$ cat src/rtl/keypad_hex_entry_if.sv
// Signal bundle between the keypad entry block and the keypad / display side.
// The master drives clr and the row sense lines; the slave is the entry block.
interface keypad_hex_entry_if;
  logic        clr;
  logic [3:0]  row;
  logic [3:0]  col;
  logic [15:0] hexs;
  logic [3:0]  key_code;
  logic        key_pulse;

  modport master (
    output clr,
    output row,
    input  col,
    input  hexs,
    input  key_code,
    input  key_pulse
  );

  modport slave (
    input  clr,
    input  row,
    output col,
    output hexs,
    output key_code,
    output key_pulse
  );
endinterface

$ cat src/rtl/keypad_hex_entry.sv
// Scans a 4x4 active-low keypad, debounces whole-matrix snapshots and shifts each
// accepted single key (code = 4*row + col) into a 16-bit hex entry register.
module keypad_hex_entry #(
  parameter int unsigned SCAN_DIV = 50000,
  parameter int unsigned DEBOUNCE = 4
) (
  input logic              clk,
  input logic              rst_n,
  keypad_hex_entry_if.slave bus
);

  localparam int unsigned CntW = $clog2(SCAN_DIV);
  localparam int unsigned StbW = $clog2(DEBOUNCE + 1);
  localparam logic [CntW-1:0] CntMax = CntW'(SCAN_DIV - 1);
  localparam logic [StbW-1:0] StbMax = StbW'(DEBOUNCE);

  localparam logic [0:0] StArmed   = 1'b0;
  localparam logic [0:0] StLatched = 1'b1;

  logic [3:0]      row_meta_q, row_sync_q;
  logic [CntW-1:0] dwell_cnt_q, dwell_cnt_d;
  logic [1:0]      col_idx_q, col_idx_d;
  logic            sample;
  logic [15:0]     snap_q, snap_d;
  logic [15:0]     prev_snap_q;
  logic            scan_done_q;
  logic [StbW-1:0] stable_cnt_q, stable_cnt_d;
  logic            stable_hit;
  logic [15:0]     stable_keys_q;
  logic            stable_upd_q;
  logic [0:0]      state_q, state_d;
  logic            single_key;
  logic [3:0]      hit_code;
  logic            accept;
  logic [15:0]     hexs_q, hexs_d;
  logic [3:0]      key_code_q;
  logic            key_pulse_q;

  // Rows are asynchronous to clk; idle (pulled-up) value is all ones.
  always_ff @(posedge clk or negedge rst_n) begin
    if (!rst_n) begin
      row_meta_q <= 4'hF;
      row_sync_q <= 4'hF;
    end else begin
      row_meta_q <= bus.row;
      row_sync_q <= row_meta_q;
    end
  end

  assign sample = (dwell_cnt_q == CntMax);

  always_comb begin
    dwell_cnt_d = sample ? '0 : dwell_cnt_q + CntW'(1);
    col_idx_d   = sample ? col_idx_q + 2'd1 : col_idx_q;
    snap_d      = snap_q;
    for (int c = 0; c < 4; c++) begin
      if (sample && (col_idx_q == 2'(c))) begin
        snap_d[4*c +: 4] = ~row_sync_q;
      end
    end
  end

  always_ff @(posedge clk or negedge rst_n) begin
    if (!rst_n) begin
      dwell_cnt_q <= '0;
      col_idx_q   <= 2'd0;
      snap_q      <= '0;
      scan_done_q <= 1'b0;
    end else begin
      dwell_cnt_q <= dwell_cnt_d;
      col_idx_q   <= col_idx_d;
      snap_q      <= snap_d;
      scan_done_q <= sample && (col_idx_q == 2'd3);
    end
  end

  assign bus.col = ~(4'b0001 << col_idx_q);

  // A full scan is judged in the cycle after column 3 is sampled.
  always_comb begin
    stable_cnt_d = stable_cnt_q;
    if (scan_done_q) begin
      if (snap_q != prev_snap_q) begin
        stable_cnt_d = StbW'(1);
      end else if (stable_cnt_q != StbMax) begin
        stable_cnt_d = stable_cnt_q + StbW'(1);
      end
    end
  end

  assign stable_hit = scan_done_q && (stable_cnt_d == StbMax);

  always_ff @(posedge clk or negedge rst_n) begin
    if (!rst_n) begin
      prev_snap_q   <= '0;
      stable_cnt_q  <= '0;
      stable_keys_q <= '0;
      stable_upd_q  <= 1'b0;
    end else begin
      if (scan_done_q) begin
        prev_snap_q <= snap_q;
      end
      stable_cnt_q <= stable_cnt_d;
      if (stable_hit) begin
        stable_keys_q <= snap_q;
      end
      stable_upd_q <= stable_hit;
    end
  end

  // Snapshot bit 4*c+r holds row r of column c; the key code is 4*r+c.
  always_comb begin
    single_key = (stable_keys_q != '0) && ((stable_keys_q & (stable_keys_q - 16'd1)) == '0);
    hit_code   = 4'h0;
    for (int i = 0; i < 16; i++) begin
      if (stable_keys_q[i]) begin
        hit_code = 4'(((i % 4) * 4) + (i / 4));
      end
    end
  end

  always_comb begin
    state_d = state_q;
    accept  = 1'b0;
    if (stable_upd_q) begin
      case (state_q)
        StArmed: begin
          if (single_key) begin
            accept  = 1'b1;
            state_d = StLatched;
          end
        end
        StLatched: begin
          if (stable_keys_q == '0) begin
            state_d = StArmed;
          end
        end
        default: state_d = StArmed;
      endcase
    end
  end

  // clr takes priority over a same-cycle accept; the strobe still fires.
  always_comb begin
    hexs_d = hexs_q;
    if (bus.clr) begin
      hexs_d = '0;
    end else if (accept) begin
      hexs_d = {hexs_q[11:0], hit_code};
    end
  end

  always_ff @(posedge clk or negedge rst_n) begin
    if (!rst_n) begin
      state_q     <= StArmed;
      hexs_q      <= '0;
      key_code_q  <= 4'h0;
      key_pulse_q <= 1'b0;
    end else begin
      state_q     <= state_d;
      hexs_q      <= hexs_d;
      if (accept) begin
        key_code_q <= hit_code;
      end
      key_pulse_q <= accept;
    end
  end

  assign bus.hexs      = hexs_q;
  assign bus.key_code  = key_code_q;
  assign bus.key_pulse = key_pulse_q;

endmodule

$ cat src/flat_wrapper.sv
// flat-port wrapper written by rule: the top's interface ports become plain ports
module keypad_hex_entry_flat 
#(
  parameter int unsigned SCAN_DIV = 50000,
  parameter int unsigned DEBOUNCE = 4
)
  (clk, rst_n, bus_clr, bus_row, bus_col, bus_hexs, bus_key_code, bus_key_pulse);
  keypad_hex_entry_if bus_i ();
  input logic clk;
  input logic rst_n;
  input wire logic [$bits(bus_i.clr)-1:0] bus_clr;
  input wire logic [$bits(bus_i.row)-1:0] bus_row;
  output wire logic [$bits(bus_i.col)-1:0] bus_col;
  output wire logic [$bits(bus_i.hexs)-1:0] bus_hexs;
  output wire logic [$bits(bus_i.key_code)-1:0] bus_key_code;
  output wire logic [$bits(bus_i.key_pulse)-1:0] bus_key_pulse;
  assign bus_i.clr = bus_clr;
  assign bus_i.row = bus_row;
  assign bus_col = bus_i.col;
  assign bus_hexs = bus_i.hexs;
  assign bus_key_code = bus_i.key_code;
  assign bus_key_pulse = bus_i.key_pulse;
  keypad_hex_entry #(.SCAN_DIV(SCAN_DIV), .DEBOUNCE(DEBOUNCE)) u_core (.clk(clk), .rst_n(rst_n), .bus(bus_i));
endmodule
$ cat config.mk
export PLATFORM = sky130hd
export DESIGN_NAME = keypad_hex_entry_flat
export DESIGN_NICKNAME = d
export VERILOG_FILES = /design/src/rtl/keypad_hex_entry_if.sv /design/src/rtl/keypad_hex_entry.sv /design/src/flat_wrapper.sv
export SDC_FILE = /design/constraint.sdc
export NUM_CORES = 1
export LEC_CHECK = 0
export ABC_AREA = 1
export BUFFER_PORTS_ARGS = -buffer_cell sky130_fd_sc_hd__clkbuf_2
export CORE_MARGIN = 8
export CORE_UTILIZATION = 55
export CTS_BUF_LIST = sky130_fd_sc_hd__clkbuf_8 sky130_fd_sc_hd__clkbuf_16
export CTS_CLUSTER_SIZE = 28
export DETAILED_ROUTE_END_ITERATION = 8
export PLACE_DENSITY = 0.77
export SKIP_CTS_REPAIR_TIMING = 1
export SLEW_MARGIN = 20
export SYNTH_ARGS = -nofsm -noshare
export SYNTH_HDL_FRONTEND = slang
export SYNTH_SLANG_ARGS = --single-unit
$ cat constraint.sdc
create_clock -name clk -period 4.4 [get_ports clk]
set_clock_uncertainty 0.05 [all_clocks]
set_input_delay 0.66 -clock clk [delete_from_list [all_inputs] [get_ports clk]]
set_output_delay 0.66 -clock clk [all_outputs]
set_load 0.01 [all_outputs]
# ---- After elaboration in Yosys (flattened, before gate mapping)
# Cells that the tools add are included.
dict set report classes {
  shift 1
  reduce_logical 11
  n_eq_ne 7
  bitwise 4
  n_mux 26
  add_sub_neg 4
}
# op n
set ops {}
lappend ops {{$mux 4} 14}
lappend ops {{$mux 16} 3}
lappend ops {{$logic_not 16->1} 2}
lappend ops {{$add 16x1->16 const B} 1}
lappend ops {{$and 16x16->16} 1}
lappend ops {{$eq 16x16->1 const B} 1}
lappend ops {{$ne 16x16->1} 1}
lappend ops {{$reduce_bool 16->1} 1}
lappend ops {{$sub 16x1->16 const B} 1}
lappend ops {{$mux 3} 4}
lappend ops {{$not 4->4} 2}
lappend ops {{$logic_and 1x1->1} 6}
lappend ops {{$eq 2x2->1 const B} 2}
lappend ops {{$mux 1} 4}
lappend ops {{$shl 1x2->4 const A} 1}
lappend ops {{$add 3x1->3 const B} 1}
lappend ops {{$eq 3x3->1 const B} 1}
lappend ops {{$ne 3x3->1 const B} 1}
lappend ops {{$add 2x1->2 const B} 1}
lappend ops {{$eq 2x1->1 const B} 1}
lappend ops {{$logic_not 2->1} 1}
lappend ops {{$pmux 1 s2} 1}
lappend ops {{$reduce_bool 2->1} 1}
lappend ops {{$not 1->1} 1}
dict set report word_totals {
  in_bits 7
  regBits 101
  wordCells 70
}

# ---- Longest topological paths before layout
# Gate-level depths: netlist of the first run.
dict set report logic_depth {
  depth_word 17
  ltp_mapped 17
  depth_no_buf 17
}

# ---- Worst setup path after synthesis of the first run
# Ideal clock, no wire load.
dict set report synth_path {
  kind {register to register}
  start {register u_core.snap_q[9]}
  end {register u_core.stable_keys_q[12]}
  path_buffers 1
  arrival_ns 1.643
  stages_incl_launch_ff 10
  setup_slack_ns 2.590
  synth_period_minus_slack_ns 1.810
  path_cell_list {dfrtp_1 > xor2_1 > or2_1 > nor3_4 > nand4_2 > nor2_4 > nand2_4 > buf_6 > nand2_1 > nand2_1}
}
dict set report synth_via {
  elab_chain_cells 5
}
# element line
set synth_rtl {}
lappend synth_rtl {{from (decl)} keypad_hex_entry.sv:24} ;# logic [15:0] snap_q, snap_d;
lappend synth_rtl {{from (signal assigned)} keypad_hex_entry.sv:72} ;# snap_q <= snap_d;
lappend synth_rtl {{$ne 16x16->1} keypad_hex_entry.sv:83} ;# if (snap_q != prev_snap_q) begin
lappend synth_rtl {{$mux 3} keypad_hex_entry.sv:83}
lappend synth_rtl {{$mux 3} keypad_hex_entry.sv:82} ;# if (scan_done_q) begin
lappend synth_rtl {{$eq 3x3->1} keypad_hex_entry.sv:91} ;# assign stable_hit = scan_done_q && (stable_cnt_d == StbMax);
lappend synth_rtl {{$logic_and 1x1->1} keypad_hex_entry.sv:91}
lappend synth_rtl {{to (signal assigned)} keypad_hex_entry.sv:105} ;# stable_keys_q <= snap_q;
lappend synth_rtl {{to (decl)} keypad_hex_entry.sv:29} ;# logic [15:0] stable_keys_q;
# Every way passes these cells.
# A chain may end at the register's enable or synchronous reset.

# ---- Final worst setup path of the first run
dict set report layout_path {
  start {register u_core.scan_done_q}
  end {register u_core.stable_keys_q[4]}
}
dict set report layout_via {
  elab_chain_cells 3
}
# element line
set layout_rtl {}
lappend layout_rtl {{from (decl)} keypad_hex_entry.sv:26} ;# logic scan_done_q;
lappend layout_rtl {{from (signal assigned)} keypad_hex_entry.sv:73} ;# scan_done_q <= sample && (col_idx_q == 2'd3);
lappend layout_rtl {{$mux 3} keypad_hex_entry.sv:82}
lappend layout_rtl {{$eq 3x3->1} keypad_hex_entry.sv:91}
lappend layout_rtl {{$logic_and 1x1->1 *} keypad_hex_entry.sv:91}
# Mark *: on every way between the ends. The rest lies on a longest branch, timed or not.

==> results of run 1 <==
## flip-flops by register name (all words and copies together) (netlist names)
| register | flops |
|---|---|
| u_core.bus.hexs | 16 |
| u_core.bus.key_code | 4 |
| u_core.bus.key_pulse | 1 |
| u_core.col_idx_q | 2 |
| u_core.dwell_cnt_q | 16 |
| u_core.prev_snap_q | 16 |
| u_core.row_meta_q | 4 |
| u_core.row_sync_q | 4 |
| u_core.scan_done_q | 1 |
| u_core.snap_q | 16 |
| u_core.stable_cnt_q | 3 |
| u_core.stable_keys_q | 16 |
| u_core.stable_upd_q | 1 |
| u_core.state_q | 1 |
## worst register-to-register path, cell delays in order, from the launching register on
cell and delay (ps):
sky130_fd_sc_hd__dfrtp_1 820, sky130_fd_sc_hd__inv_1 390, sky130_fd_sc_hd__a21oi_1 260, sky130_fd_sc_hd__xor2_1 140, sky130_fd_sc_hd__nor2_4 340, sky130_fd_sc_hd__nand2_4 190
sky130_fd_sc_hd__nand2_1 100, sky130_fd_sc_hd__nand2_1 50
## final cells by class
| class | instances | area (sq um) |
|---|---|---|
| flip-flops and latches | 101 | 2540 |
| repair buffers | 32 | 165 |
| clock inverters | 6 | 66.3 |
| multi-input cells | 388 | 1960 |
| fillers | 745 | 3400 |
| inverters | 55 | 206 |
| clock buffers | 9 | 124 |
| well taps | 108 | 135 |
## per-stage QoR
| stage | setup slack (ps) | instance area, sq um | hold WS (ps) | cells |
|---|---|---|---|---|
| 2_1_floorplan | 2590 | 4790 | 295 | 556 |
| 3_3_place_gp | 2070 | 5000 | 296 | 684 |
| 3_5_place_dp | 2000 | 5000 | 299 | 684 |
| 4_1_cts | 1970 | 5190 | 306 | 699 |
| 5_1_grt | 1610 | 5190 | 297 | 699 |
| 6_report | 1960 | 5190 | 311 | 699 |
## cell usage after synthesis
library cell               instances
sky130_fd_sc_hd__nor3_1            7
sky130_fd_sc_hd__nor4_1            3
sky130_fd_sc_hd__buf_4             1
sky130_fd_sc_hd__a21oi_1           7
sky130_fd_sc_hd__o21ai_1           5
sky130_fd_sc_hd__a21o_1            1
sky130_fd_sc_hd__nand2_1         187
sky130_fd_sc_hd__nand2_2           2
sky130_fd_sc_hd__nand3_2           8
sky130_fd_sc_hd__nor2_4            3
sky130_fd_sc_hd__a31oi_1           2
sky130_fd_sc_hd__nand4_1           7
sky130_fd_sc_hd__nor3b_1           3
sky130_fd_sc_hd__inv_2             1
sky130_fd_sc_hd__or2_2             3
sky130_fd_sc_hd__o21ai_0          30
sky130_fd_sc_hd__clkbuf_1          4
sky130_fd_sc_hd__dfstp_2           8
sky130_fd_sc_hd__or2_1             1
sky130_fd_sc_hd__dfrtp_1          93
sky130_fd_sc_hd__nand3b_1          1
sky130_fd_sc_hd__clkinv_1          1
sky130_fd_sc_hd__buf_2             2
sky130_fd_sc_hd__o31ai_1           1
sky130_fd_sc_hd__or3_1             1
sky130_fd_sc_hd__nor3_4            3
sky130_fd_sc_hd__o22ai_1           2
sky130_fd_sc_hd__nand4_2           1
sky130_fd_sc_hd__o21ai_2           3
sky130_fd_sc_hd__nor2_1           33
sky130_fd_sc_hd__nor2_2            3
sky130_fd_sc_hd__nand3_1          43
sky130_fd_sc_hd__inv_1            53
sky130_fd_sc_hd__or4_1             1
sky130_fd_sc_hd__xnor2_1           8
sky130_fd_sc_hd__buf_6             5
sky130_fd_sc_hd__ha_1              7
sky130_fd_sc_hd__nand2_4           2
sky130_fd_sc_hd__xor2_1           10
## metal layers
metal | part of all wire [%] | wire [um]
met2 | 46 | 4100
met3 | 4.7 | 416
met4 | 1.4 | 125
met5 | 0 | 0
met1 | 48 | 4280
## how the worst max path moves through the flow
stage / to / cells past startpoint
2_1_floorplan: u_core.stable_keys_q[12] / 9
3_3_place_gp: u_core.stable_keys_q[14] / 7
3_5_place_dp: u_core.stable_keys_q[4] / 7
4_1_cts: u_core.stable_keys_q[4] / 7
5_1_grt: u_core.stable_keys_q[15] / 7
6_report: u_core.stable_keys_q[4] / 7
## placed cells by master, fill, tap and decap left out, types with 2 or more instances in the layout
| cell type | instances |
|---|---|
| sky130_fd_sc_hd__a21oi_1 | 7 |
| sky130_fd_sc_hd__a31oi_1 | 2 |
| sky130_fd_sc_hd__buf_4 | 2 |
| sky130_fd_sc_hd__clkbuf_2 | 30 |
| sky130_fd_sc_hd__clkbuf_8 | 9 |
| sky130_fd_sc_hd__clkinvlp_4 | 2 |
| sky130_fd_sc_hd__dfrtp_1 | 93 |
| sky130_fd_sc_hd__dfstp_2 | 8 |
| sky130_fd_sc_hd__ha_1 | 7 |
| sky130_fd_sc_hd__inv_1 | 54 |
| sky130_fd_sc_hd__nand2_1 | 187 |
| sky130_fd_sc_hd__nand2_2 | 2 |
| sky130_fd_sc_hd__nand2_4 | 2 |
| sky130_fd_sc_hd__nand3_1 | 43 |
| sky130_fd_sc_hd__nand3_2 | 8 |
| sky130_fd_sc_hd__nand4_1 | 7 |
| sky130_fd_sc_hd__nor2_1 | 33 |
| sky130_fd_sc_hd__nor2_2 | 3 |
| sky130_fd_sc_hd__nor2_4 | 3 |
| sky130_fd_sc_hd__nor3_1 | 7 |
| sky130_fd_sc_hd__nor3_4 | 3 |
| sky130_fd_sc_hd__nor3b_1 | 3 |
| sky130_fd_sc_hd__nor4_1 | 3 |
| sky130_fd_sc_hd__o21ai_0 | 30 |
| sky130_fd_sc_hd__o21ai_1 | 5 |
| sky130_fd_sc_hd__o21ai_2 | 3 |
| sky130_fd_sc_hd__o22ai_1 | 2 |
| sky130_fd_sc_hd__or2_2 | 3 |
| sky130_fd_sc_hd__xnor2_1 | 8 |
| sky130_fd_sc_hd__xor2_1 | 10 |
## power by group through the flow
stage	sequential (mW)	combinational, mW	clock, mW
3_3_place_gp	0.955	0.0252	0
2_1_floorplan	0.954	0.00274	0
4_1_cts	0.937	0.0258	0.593
6_report	0.937	0.0241	0.572
5_1_grt	0.937	0.0289	0.623
3_5_place_dp	0.955	0.0258	0
## kinds of logic after synthesis
family	synth area share, %
adder cells (fa/ha/maj)	1.83
AO/OA/AOI/OAI	5.77
flip-flops	53.0
AND/OR/NAND/NOR	30.0
XOR/XNOR	3.29
buffers and inverters	6.16
==> flow_summary.html, run 1 <==
<table>
<tr><th>Metric</th><th>Value</th></tr>
<tr><th colspan="2">Outcome</th></tr>
<tr><td>Outcome</td><td>completed</td></tr>
<tr><th colspan="2">Worst setup path</th></tr>
<tr><td>Worst Setup End Kind</td><td>flip-flop</td></tr>
<tr><td>Worst Reg-to-Reg Cells</td><td>7</td></tr>
<tr><td>Reg2Reg Capture Point</td><td>u_core.stable_keys_q[4]</td></tr>
<tr><td>Kind of cell with the highest combined delay on the critical path</td><td>flip-flops</td></tr>
<tr><td>CP peak stage delay</td><td>820 ps</td></tr>
<tr><td>Buffer and inverter count on the worst path</td><td>1</td></tr>
<tr><td>Cell with the largest stage delay on the worst path</td><td>sky130_fd_sc_hd__dfrtp_1</td></tr>
<tr><td>Reg2reg start</td><td>u_core.scan_done_q</td></tr>
<tr><td>Crit-path cells</td><td>inv_1, a21oi_1, xor2_1, nor2_4, nand2_4, nand2_1, nand2_1</td></tr>
<tr><td>Req. time, crit path</td><td>4600 ps</td></tr>
<tr><td>Most frequent cell on the critical path</td><td>sky130_fd_sc_hd__nand2_1</td></tr>
<tr><td>Largest fanout on the critical path</td><td>25</td></tr>
<tr><td>Type of the worst setup path</td><td>flip-flop to flip-flop</td></tr>
<tr><td>Source of the critical timing path</td><td>u_core.scan_done_q</td></tr>
<tr><td>Element type at the critical path start</td><td>flip-flop</td></tr>
<tr><td>CP Data Arrival Time</td><td>2640 ps</td></tr>
<tr><td>Reg-to-reg setup timing slack</td><td>1960 ps</td></tr>
<tr><th colspan="2">Global route</th></tr>
<tr><td>Vias in the first global route</td><td>3487</td></tr>
<tr><td>Largest net degree at the start of global routing</td><td>70</td></tr>
<tr><td>Layer with the highest usage</td><td>met2</td></tr>
<tr><td>Antenna violations before repair</td><td>0</td></tr>
<tr><td>Wire length of the first global-routing pass</td><td>15700 um</td></tr>
<tr><td>Met1 global-route usage</td><td>21.3%</td></tr>
<tr><td>Met2 track utilization from global routing</td><td>26.2%</td></tr>
<tr><td>Global route total overflow</td><td>0</td></tr>
<tr><td>Met3 layer usage reported by global route</td><td>2.99%</td></tr>
<tr><td>Global Route Usage Sum</td><td>16.2%</td></tr>
<tr><th colspan="2">CTS</th></tr>
<tr><td>Clock tree buffer depth</td><td>2</td></tr>
<tr><td>Source-to-sink clock delay at the later pin of the worst-skew pair</td><td>360 ps</td></tr>
<tr><td># clock sinks</td><td>101</td></tr>
<tr><td>Clock buffers created by TritonCTS</td><td>9</td></tr>
<tr><td>Deepest level of the CTS H-tree</td><td>3</td></tr>
<tr><td>Root buf cell</td><td>sky130_fd_sc_hd__clkbuf_8</td></tr>
<tr><td>CTS clk-pin slew, worst paths</td><td>90 ps</td></tr>
<tr><td>CTS tree</td><td>yes</td></tr>
<tr><th colspan="2">Power</th></tr>
<tr><td>VDD IR max</td><td>224 uV</td></tr>
<tr><td>Final Power</td><td>1.53 mW</td></tr>
<tr><td>Fraction of power spent switching nets</td><td>21.8%</td></tr>
<tr><td>Leakage power</td><td>2.84 nW</td></tr>
<tr><td>Part of the power in the clock network</td><td>37.3%</td></tr>
<tr><td>Fraction of power consumed by combinational cells</td><td>1.6%</td></tr>
<tr><td>Switching power</td><td>0.335 mW</td></tr>
<tr><td>Power per standard cell area</td><td>295 nW/um^2</td></tr>
<tr><td>Share of power burned in registers</td><td>61.1%</td></tr>
<tr><td>Internal power summed over all cells</td><td>1.20 mW</td></tr>
<tr><th colspan="2">STA</th></tr>
<tr><td>Final-report max-slew violation count</td><td>0</td></tr>
<tr><td>Setup repair after global routing missed its margin</td><td>false</td></tr>
<tr><td>Total setup violations reported at the end of the flow</td><td>0</td></tr>
<tr><td>Worst slew margin relative to its limit</td><td>43.4%</td></tr>
<tr><td>Shortest clock period the worst path allows after layout</td><td>2440 ps</td></tr>
<tr><td>Share of the cycle needed by the critical path after routing</td><td>55.5%</td></tr>
<tr><td>Worst Tran Pin Value</td><td>849 ps</td></tr>
<tr><td>Final Hold Violating Endpoints</td><td>0</td></tr>
<tr><td>Fin Setup TNS</td><td>0 ps</td></tr>
<tr><td>Highest clock rate</td><td>409 MHz</td></tr>
<tr><th colspan="2">Floorplanning</th></tr>
<tr><td>Starting utilization of the core area</td><td>55.8%</td></tr>
<tr><td>X dimension of the die</td><td>109 um</td></tr>
<tr><td>Core box area</td><td>8590 sq um</td></tr>
<tr><td>Die outline height</td><td>109 um</td></tr>
<tr><td>IO Count</td><td>32</td></tr>
<tr><td>Row count</td><td>34</td></tr>
<tr><td>Area enclosed by the die boundary</td><td>12000 sq um</td></tr>
<tr><th colspan="2">Logic synthesis</th></tr>
<tr><td>Flop and latch count out of synthesis</td><td>101</td></tr>
<tr><td>Post-synth top area share</td><td>48.6%</td></tr>
<tr><td>Distinct cell type count of the synthesized netlist</td><td>39</td></tr>
<tr><td>Largest area contributor in the netlist</td><td>sky130_fd_sc_hd__dfrtp_1</td></tr>
<tr><td>Synthesized area divided by synthesized cell count</td><td>8.62 sq um</td></tr>
<tr><td>Total standard cell area after synthesis</td><td>4790 sq um</td></tr>
<tr><td>Cells after Synth</td><td>556</td></tr>
<tr><td>Synth Net Count</td><td>570</td></tr>
<tr><td>Share of the yosys chip area belonging to registers</td><td>53.0%</td></tr>
<tr><td>Ranking of synthesized cells by area</td><td>sky130_fd_sc_hd__dfrtp_1 (49%), sky130_fd_sc_hd__nand2_1 (15%), sky130_fd_sc_hd__nand3_1 (4.5%)</td></tr>
<tr><td>Synth warnings</td><td>0</td></tr>
<tr><th colspan="2">Job</th></tr>
<tr><td>Maximum Capacitance Violations</td><td>0</td></tr>
<tr><th colspan="2">Routing</th></tr>
<tr><td>Via Count</td><td>3630</td></tr>
<tr><td>First-pass iteration count of the detailed router</td><td>4</td></tr>
<tr><td>Number of remaining DRC errors</td><td>0</td></tr>
<tr><td>Final WL</td><td>8920 um</td></tr>
<tr><td>Number of vias per cell after detailed routing</td><td>5.19</td></tr>
<tr><td>Number of nets still failing antenna checks after routing</td><td>0</td></tr>
<tr><td>Violation count after the first detailed-routing iteration</td><td>231</td></tr>
<tr><td>Mean routed wirelength per cell</td><td>12.8 um</td></tr>
<tr><th colspan="2">Place</th></tr>
<tr><td>Routability cong.</td><td>0.870</td></tr>
<tr><td>Count of port buffers added during placement</td><td>31</td></tr>
<tr><td>Half-perimeter wire length of the detailed placement result</td><td>6450 um</td></tr>
<tr><th colspan="2">Layout</th></tr>
<tr><td>Number of nets in the layout</td><td>601</td></tr>
<tr><td>Area growth, synth to finish</td><td>8.38%</td></tr>
<tr><td>Share of the core filled with cells</td><td>60.4%</td></tr>
<tr><td>Proportion of layout cells with a drive suffix above 1</td><td>14.0%</td></tr>
<tr><td>Number of antenna cells inserted</td><td>0</td></tr>
<tr><th colspan="2">Min path</th></tr>
<tr><td>Startpoint of the worst hold path</td><td>u_core.row_meta_q[0]</td></tr>
<tr><td>Worst hold path depth</td><td>0</td></tr>
<tr><td>Class of the most critical hold timing path</td><td>flip-flop to flip-flop</td></tr>
<tr><td>Worst-case hold path end point</td><td>u_core.row_sync_q[0]</td></tr>
</table>
Power figures use the tool's default switching activity.
==> run 2, diff against run 1 <==
--- a/config.mk
+++ b/config.mk
@@ -8,11 +8,11 @@
 export ABC_AREA = 1
 export BUFFER_PORTS_ARGS = -buffer_cell sky130_fd_sc_hd__clkbuf_2
 export CORE_MARGIN = 8
-export CORE_UTILIZATION = 55
+export CORE_UTILIZATION = 54
 export CTS_BUF_LIST = sky130_fd_sc_hd__clkbuf_8 sky130_fd_sc_hd__clkbuf_16
 export CTS_CLUSTER_SIZE = 28
 export DETAILED_ROUTE_END_ITERATION = 8
-export PLACE_DENSITY = 0.77
+export PLACE_DENSITY = 0.79
 export SKIP_CTS_REPAIR_TIMING = 1
 export SLEW_MARGIN = 20
 export SYNTH_ARGS = -nofsm -noshare
==> constraint.sdc (replaced) <==
create_clock -name clk -period 2.1 [get_ports clk]
set_clock_uncertainty 0.05 [all_clocks]
set_input_delay 0.315 -clock clk [delete_from_list [all_inputs] [get_ports clk]]
set_output_delay 0.315 -clock clk [all_outputs]
set_load 0.01 [all_outputs]
==> run 2 against run 1 <==
Final cell count is 2.7% higher. First-iteration DRC count is 42% lower. Power is 120% higher. Die area is 1.6% higher. Sequential cell count stayed put. Maximum frequency is 26% higher. Non-clock buffer count is 18 higher. Critical path depth is 1 higher. Critical endpoint is now u_core.stable_keys_q[13].
==> flow_summary.html, run 2 (synthesized netlist as in run 1, its figures left out) <==
<table>
<tr><th>Metric</th><th>Value</th></tr>
<tr><th colspan="2">Layout</th></tr>
<tr><td>Area growth, synth to finish</td><td>13.3%</td></tr>
<tr><td>Share of the core filled with cells</td><td>62.6% (+2.1 points)</td></tr>
<tr><td>Most common cell after layout, fill and taps aside</td><td>sky130_fd_sc_hd__nand2_1</td></tr>
<tr><td>Number of antenna cells inserted</td><td>0 (unchanged)</td></tr>
<tr><td>Fin cells</td><td>718 (+2.7%)</td></tr>
<tr><td>Proportion of layout cells with a drive suffix above 1</td><td>16.6% (+2.5 points)</td></tr>
<tr><td>Number of nets in the layout</td><td>619 (+3.0%)</td></tr>
<tr><td>Commonest non-fill, non-tap cells in the layout</td><td>sky130_fd_sc_hd__nand2_1 (187), sky130_fd_sc_hd__dfrtp_1 (93), sky130_fd_sc_hd__inv_1 (54)</td></tr>
<tr><th colspan="2">Floorplanning</th></tr>
<tr><td>Area enclosed by the die boundary</td><td>12100 sq um (+1.6%)</td></tr>
<tr><td>IO Count</td><td>32 (unchanged)</td></tr>
<tr><td>Core box area</td><td>8680 sq um (+0.99%)</td></tr>
<tr><td>X dimension of the die</td><td>110 um (+0.79%)</td></tr>
<tr><td>Die outline height</td><td>110 um (+0.79%)</td></tr>
<tr><td>Row count</td><td>34 (unchanged)</td></tr>
<tr><td>Starting utilization of the core area</td><td>55.2% (-0.55 points)</td></tr>
<tr><th colspan="2">STA</th></tr>
<tr><td>Total setup violations reported at the end of the flow</td><td>0 (unchanged)</td></tr>
<tr><td>Highest clock rate</td><td>515 MHz (+26%)</td></tr>
<tr><td>Final-report max-slew violation count</td><td>0 (unchanged)</td></tr>
<tr><td>Final Hold Violating Endpoints</td><td>0 (unchanged)</td></tr>
<tr><td>Worst Tran Pin Value</td><td>500 ps (-350 ps)</td></tr>
<tr><td>Fin Setup TNS</td><td>0 ps (unchanged)</td></tr>
<tr><td>Worst slew margin relative to its limit</td><td>66.5% (+23 points)</td></tr>
<tr><td>Shortest clock period the worst path allows after layout</td><td>1940 ps (-502 ps)</td></tr>
<tr><td>Share of the cycle needed by the critical path after routing</td><td>92.4% (+37 points)</td></tr>
<tr><th colspan="2">Min path</th></tr>
<tr><td>Class of the most critical hold timing path</td><td>primary input to flip-flop</td></tr>
<tr><td>Worst-case hold path end point</td><td>u_core.bus.hexs[3]</td></tr>
<tr><td>Startpoint of the worst hold path</td><td>bus_clr</td></tr>
<tr><td>Worst hold path depth</td><td>2 (+2)</td></tr>
<tr><th colspan="2">Routing</th></tr>
<tr><td>Routed wire length on met2</td><td>4440 um (+8.3%)</td></tr>
<tr><td>Number of vias per cell after detailed routing</td><td>5.11 (-1.6%)</td></tr>
<tr><td>Mean routed wirelength per cell</td><td>12.9 um (+1.4%)</td></tr>
<tr><td>DRT met1 WL</td><td>4380 um (+2.2%)</td></tr>
<tr><td>Via Count</td><td>3668 (+1.0%)</td></tr>
<tr><td>Routed met3 length</td><td>350 um (-16%)</td></tr>
<tr><td>Number of remaining DRC errors</td><td>0 (unchanged)</td></tr>
<tr><td>Final WL</td><td>9290 um (+4.1%)</td></tr>
<tr><td>Number of nets still failing antenna checks after routing</td><td>0 (unchanged)</td></tr>
<tr><td>Top layer used by detailed routing</td><td>met4</td></tr>
<tr><td>Violation count after the first detailed-routing iteration</td><td>133 (-42%)</td></tr>
<tr><td>First-pass iteration count of the detailed router</td><td>4 (unchanged)</td></tr>
<tr><th colspan="2">Global route</th></tr>
<tr><td>Global route total overflow</td><td>0 (unchanged)</td></tr>
<tr><td>Antenna violations before repair</td><td>0 (unchanged)</td></tr>
<tr><td>Largest net degree at the start of global routing</td><td>58 (-17%)</td></tr>
<tr><td>Global Route Usage Sum</td><td>16.6% (+0.43 points)</td></tr>
<tr><td>Wire length of the first global-routing pass</td><td>16300 um (+3.7%)</td></tr>
<tr><td>Vias in the first global route</td><td>3609 (+3.5%)</td></tr>
<tr><th colspan="2">Job</th></tr>
<tr><td>Maximum Capacitance Violations</td><td>0 (unchanged)</td></tr>
<tr><th colspan="2">Place</th></tr>
<tr><td>Routability cong.</td><td>0.905 (+4.0%)</td></tr>
<tr><td>Count of port buffers added during placement</td><td>31 (unchanged)</td></tr>
<tr><td>Placed instance count</td><td>696 (+1.8%)</td></tr>
<tr><td>Half-perimeter wire length of the detailed placement result</td><td>6670 um (+3.4%)</td></tr>
<tr><th colspan="2">Power</th></tr>
<tr><td>Fraction of power consumed by combinational cells</td><td>2.0% (+0.4 points)</td></tr>
<tr><td>Fraction of power spent switching nets</td><td>21.8% (-0.077 points)</td></tr>
<tr><td>Power per standard cell area</td><td>611 nW/um^2 (+110%)</td></tr>
<tr><td>Leakage power</td><td>2.96 nW (+4.3%)</td></tr>
<tr><td>VDD IR max</td><td>386 uV (+72%)</td></tr>
<tr><td>Switching power</td><td>0.722 mW (+120%)</td></tr>
<tr><td>Part of the power in the clock network</td><td>38.9% (+1.6 points)</td></tr>
<tr><td>Internal power summed over all cells</td><td>2.60 mW (+120%)</td></tr>
<tr><td>Share of power burned in registers</td><td>59.1% (-2.0 points)</td></tr>
<tr><th colspan="2">CTS</th></tr>
<tr><td>Clock buffers created by TritonCTS</td><td>9 (unchanged)</td></tr>
<tr><td>Clock tree buffer depth</td><td>2 (unchanged)</td></tr>
<tr><td>Root buf cell</td><td>sky130_fd_sc_hd__clkbuf_8</td></tr>
<tr><td>CTS tree</td><td>yes</td></tr>
<tr><td>Deepest level of the CTS H-tree</td><td>3 (unchanged)</td></tr>
<tr><td>Source-to-sink clock delay at the later pin of the worst-skew pair</td><td>350 ps (about the same)</td></tr>
<tr><td>CTS clk-pin slew, worst paths</td><td>100 ps (about the same)</td></tr>
<tr><td># clock sinks</td><td>101 (unchanged)</td></tr>
<tr><th colspan="2">Worst setup path</th></tr>
<tr><td>Reg-to-reg setup timing slack</td><td>160 ps (-1800 ps)</td></tr>
<tr><td>Largest fanout on the critical path</td><td>16 (-36%)</td></tr>
<tr><td>CP Data Arrival Time</td><td>2190 ps (-450 ps)</td></tr>
<tr><td>Reg2Reg Capture Point</td><td>u_core.stable_keys_q[13]</td></tr>
<tr><td>Type of the worst setup path</td><td>flip-flop to flip-flop</td></tr>
<tr><td>Req. time, crit path</td><td>2350 ps (-2250 ps)</td></tr>
<tr><td>Worst Setup End Kind</td><td>flip-flop</td></tr>
<tr><td>Reg2reg start</td><td>u_core.snap_q[9]</td></tr>
<tr><td>Worst Reg-to-Reg Cells</td><td>8 (+1)</td></tr>
<tr><td>Element type at the critical path start</td><td>flip-flop</td></tr>
<tr><th colspan="2">Outcome</th></tr>
<tr><td>Outcome</td><td>completed</td></tr>
</table>
-- run 2: cell types whose count changed in the layout (fill, tap and decap cells not counted) --
cell                            change
sky130_fd_sc_hd__nor2_1             -1
sky130_fd_sc_hd__buf_4              +9
sky130_fd_sc_hd__nor2_4             +1
sky130_fd_sc_hd__buf_12             +4
sky130_fd_sc_hd__o21ai_1            -3
sky130_fd_sc_hd__dlygate4sd3_1      +5
sky130_fd_sc_hd__o21ai_2            +3
sky130_fd_sc_hd__clkinvlp_4         -1
sky130_fd_sc_hd__clkbuf_8           +2
-- run 2: power groups by stage --
stage	clock network, mW	registers (mW)	logic [mW]
detailed placement	0	2.00	0.0619
global placement	0	2.00	0.0605
global route	1.38	1.96	0.0771
floorplan	0	2.00	0.00575
finish	1.29	1.96	0.0663
CTS	1.31	1.96	0.0618
-- run 2: through the flow --
| step | hold slack [ps] | instance area [sq um] | setup slack [ps] | total power, mW |
|---|---|---|---|---|
| floorplan | -30.6 | 4790 | 290 | 2.00 |
| global placement | 97.0 | 5130 | 134 | 2.06 |
| detailed placement | 97.5 | 5130 | 65.9 | 2.06 |
| CTS | -293 | 5340 | 53.8 | 3.33 |
| global route | 209 | 5430 | -17.1 | 3.42 |
| finish | 201 | 5430 | 159 | 3.32 |
-- run 2: worst max-delay path by stage --
| stage | slack [ps] | endpoint | startpoint | cells past startpoint |
|---|---|---|---|---|
| 2_1_floorplan | 290 | u_core.stable_keys_q[12] | u_core.snap_q[9] | 9 |
| 3_3_place_gp | 130 | u_core.bus.hexs[5] | u_core.stable_keys_q[3] | 11 |
| 3_5_place_dp | 70 | u_core.bus.hexs[5] | u_core.stable_keys_q[11] | 7 |
| 4_1_cts | 50 | u_core.bus.hexs[7] | u_core.stable_keys_q[11] | 7 |
| 5_1_grt | -20 | u_core.bus.hexs[3] | u_core.stable_keys_q[6] | 9 |
| 6_report | 160 | u_core.stable_keys_q[13] | u_core.snap_q[9] | 8 |
-- run 2: cell type report --
| cell class | instances | area, sq um |
|---|---|---|
| inverters | 55 | 206 |
| fillers | 709 | 3250 |
| clock inverters | 5 | 58.8 |
| repair buffers | 50 | 363 |
| clock buffers | 11 | 151 |
| flip-flops and latches | 101 | 2540 |
| multi-input cells | 388 | 1980 |
| well taps | 108 | 135 |
-- run 2: worst max-delay path, stage by stage, from the launching register on --
cell and delay (ps):
sky130_fd_sc_hd__dfrtp_1 450, sky130_fd_sc_hd__xor2_1 150, sky130_fd_sc_hd__or2_1 260, sky130_fd_sc_hd__nor3_4 220
sky130_fd_sc_hd__nand4_2 160, sky130_fd_sc_hd__nor2_4 150, sky130_fd_sc_hd__buf_4 220, sky130_fd_sc_hd__nand3_1 130
sky130_fd_sc_hd__nand2_1 100
-- run 2: metal layers --
metal  up-vias  GRT usage [%]
li1       1872              -
met1      1727           21.0
met2        56           28.2
met3        13           2.73
met4         0           6.18
met5         -              0
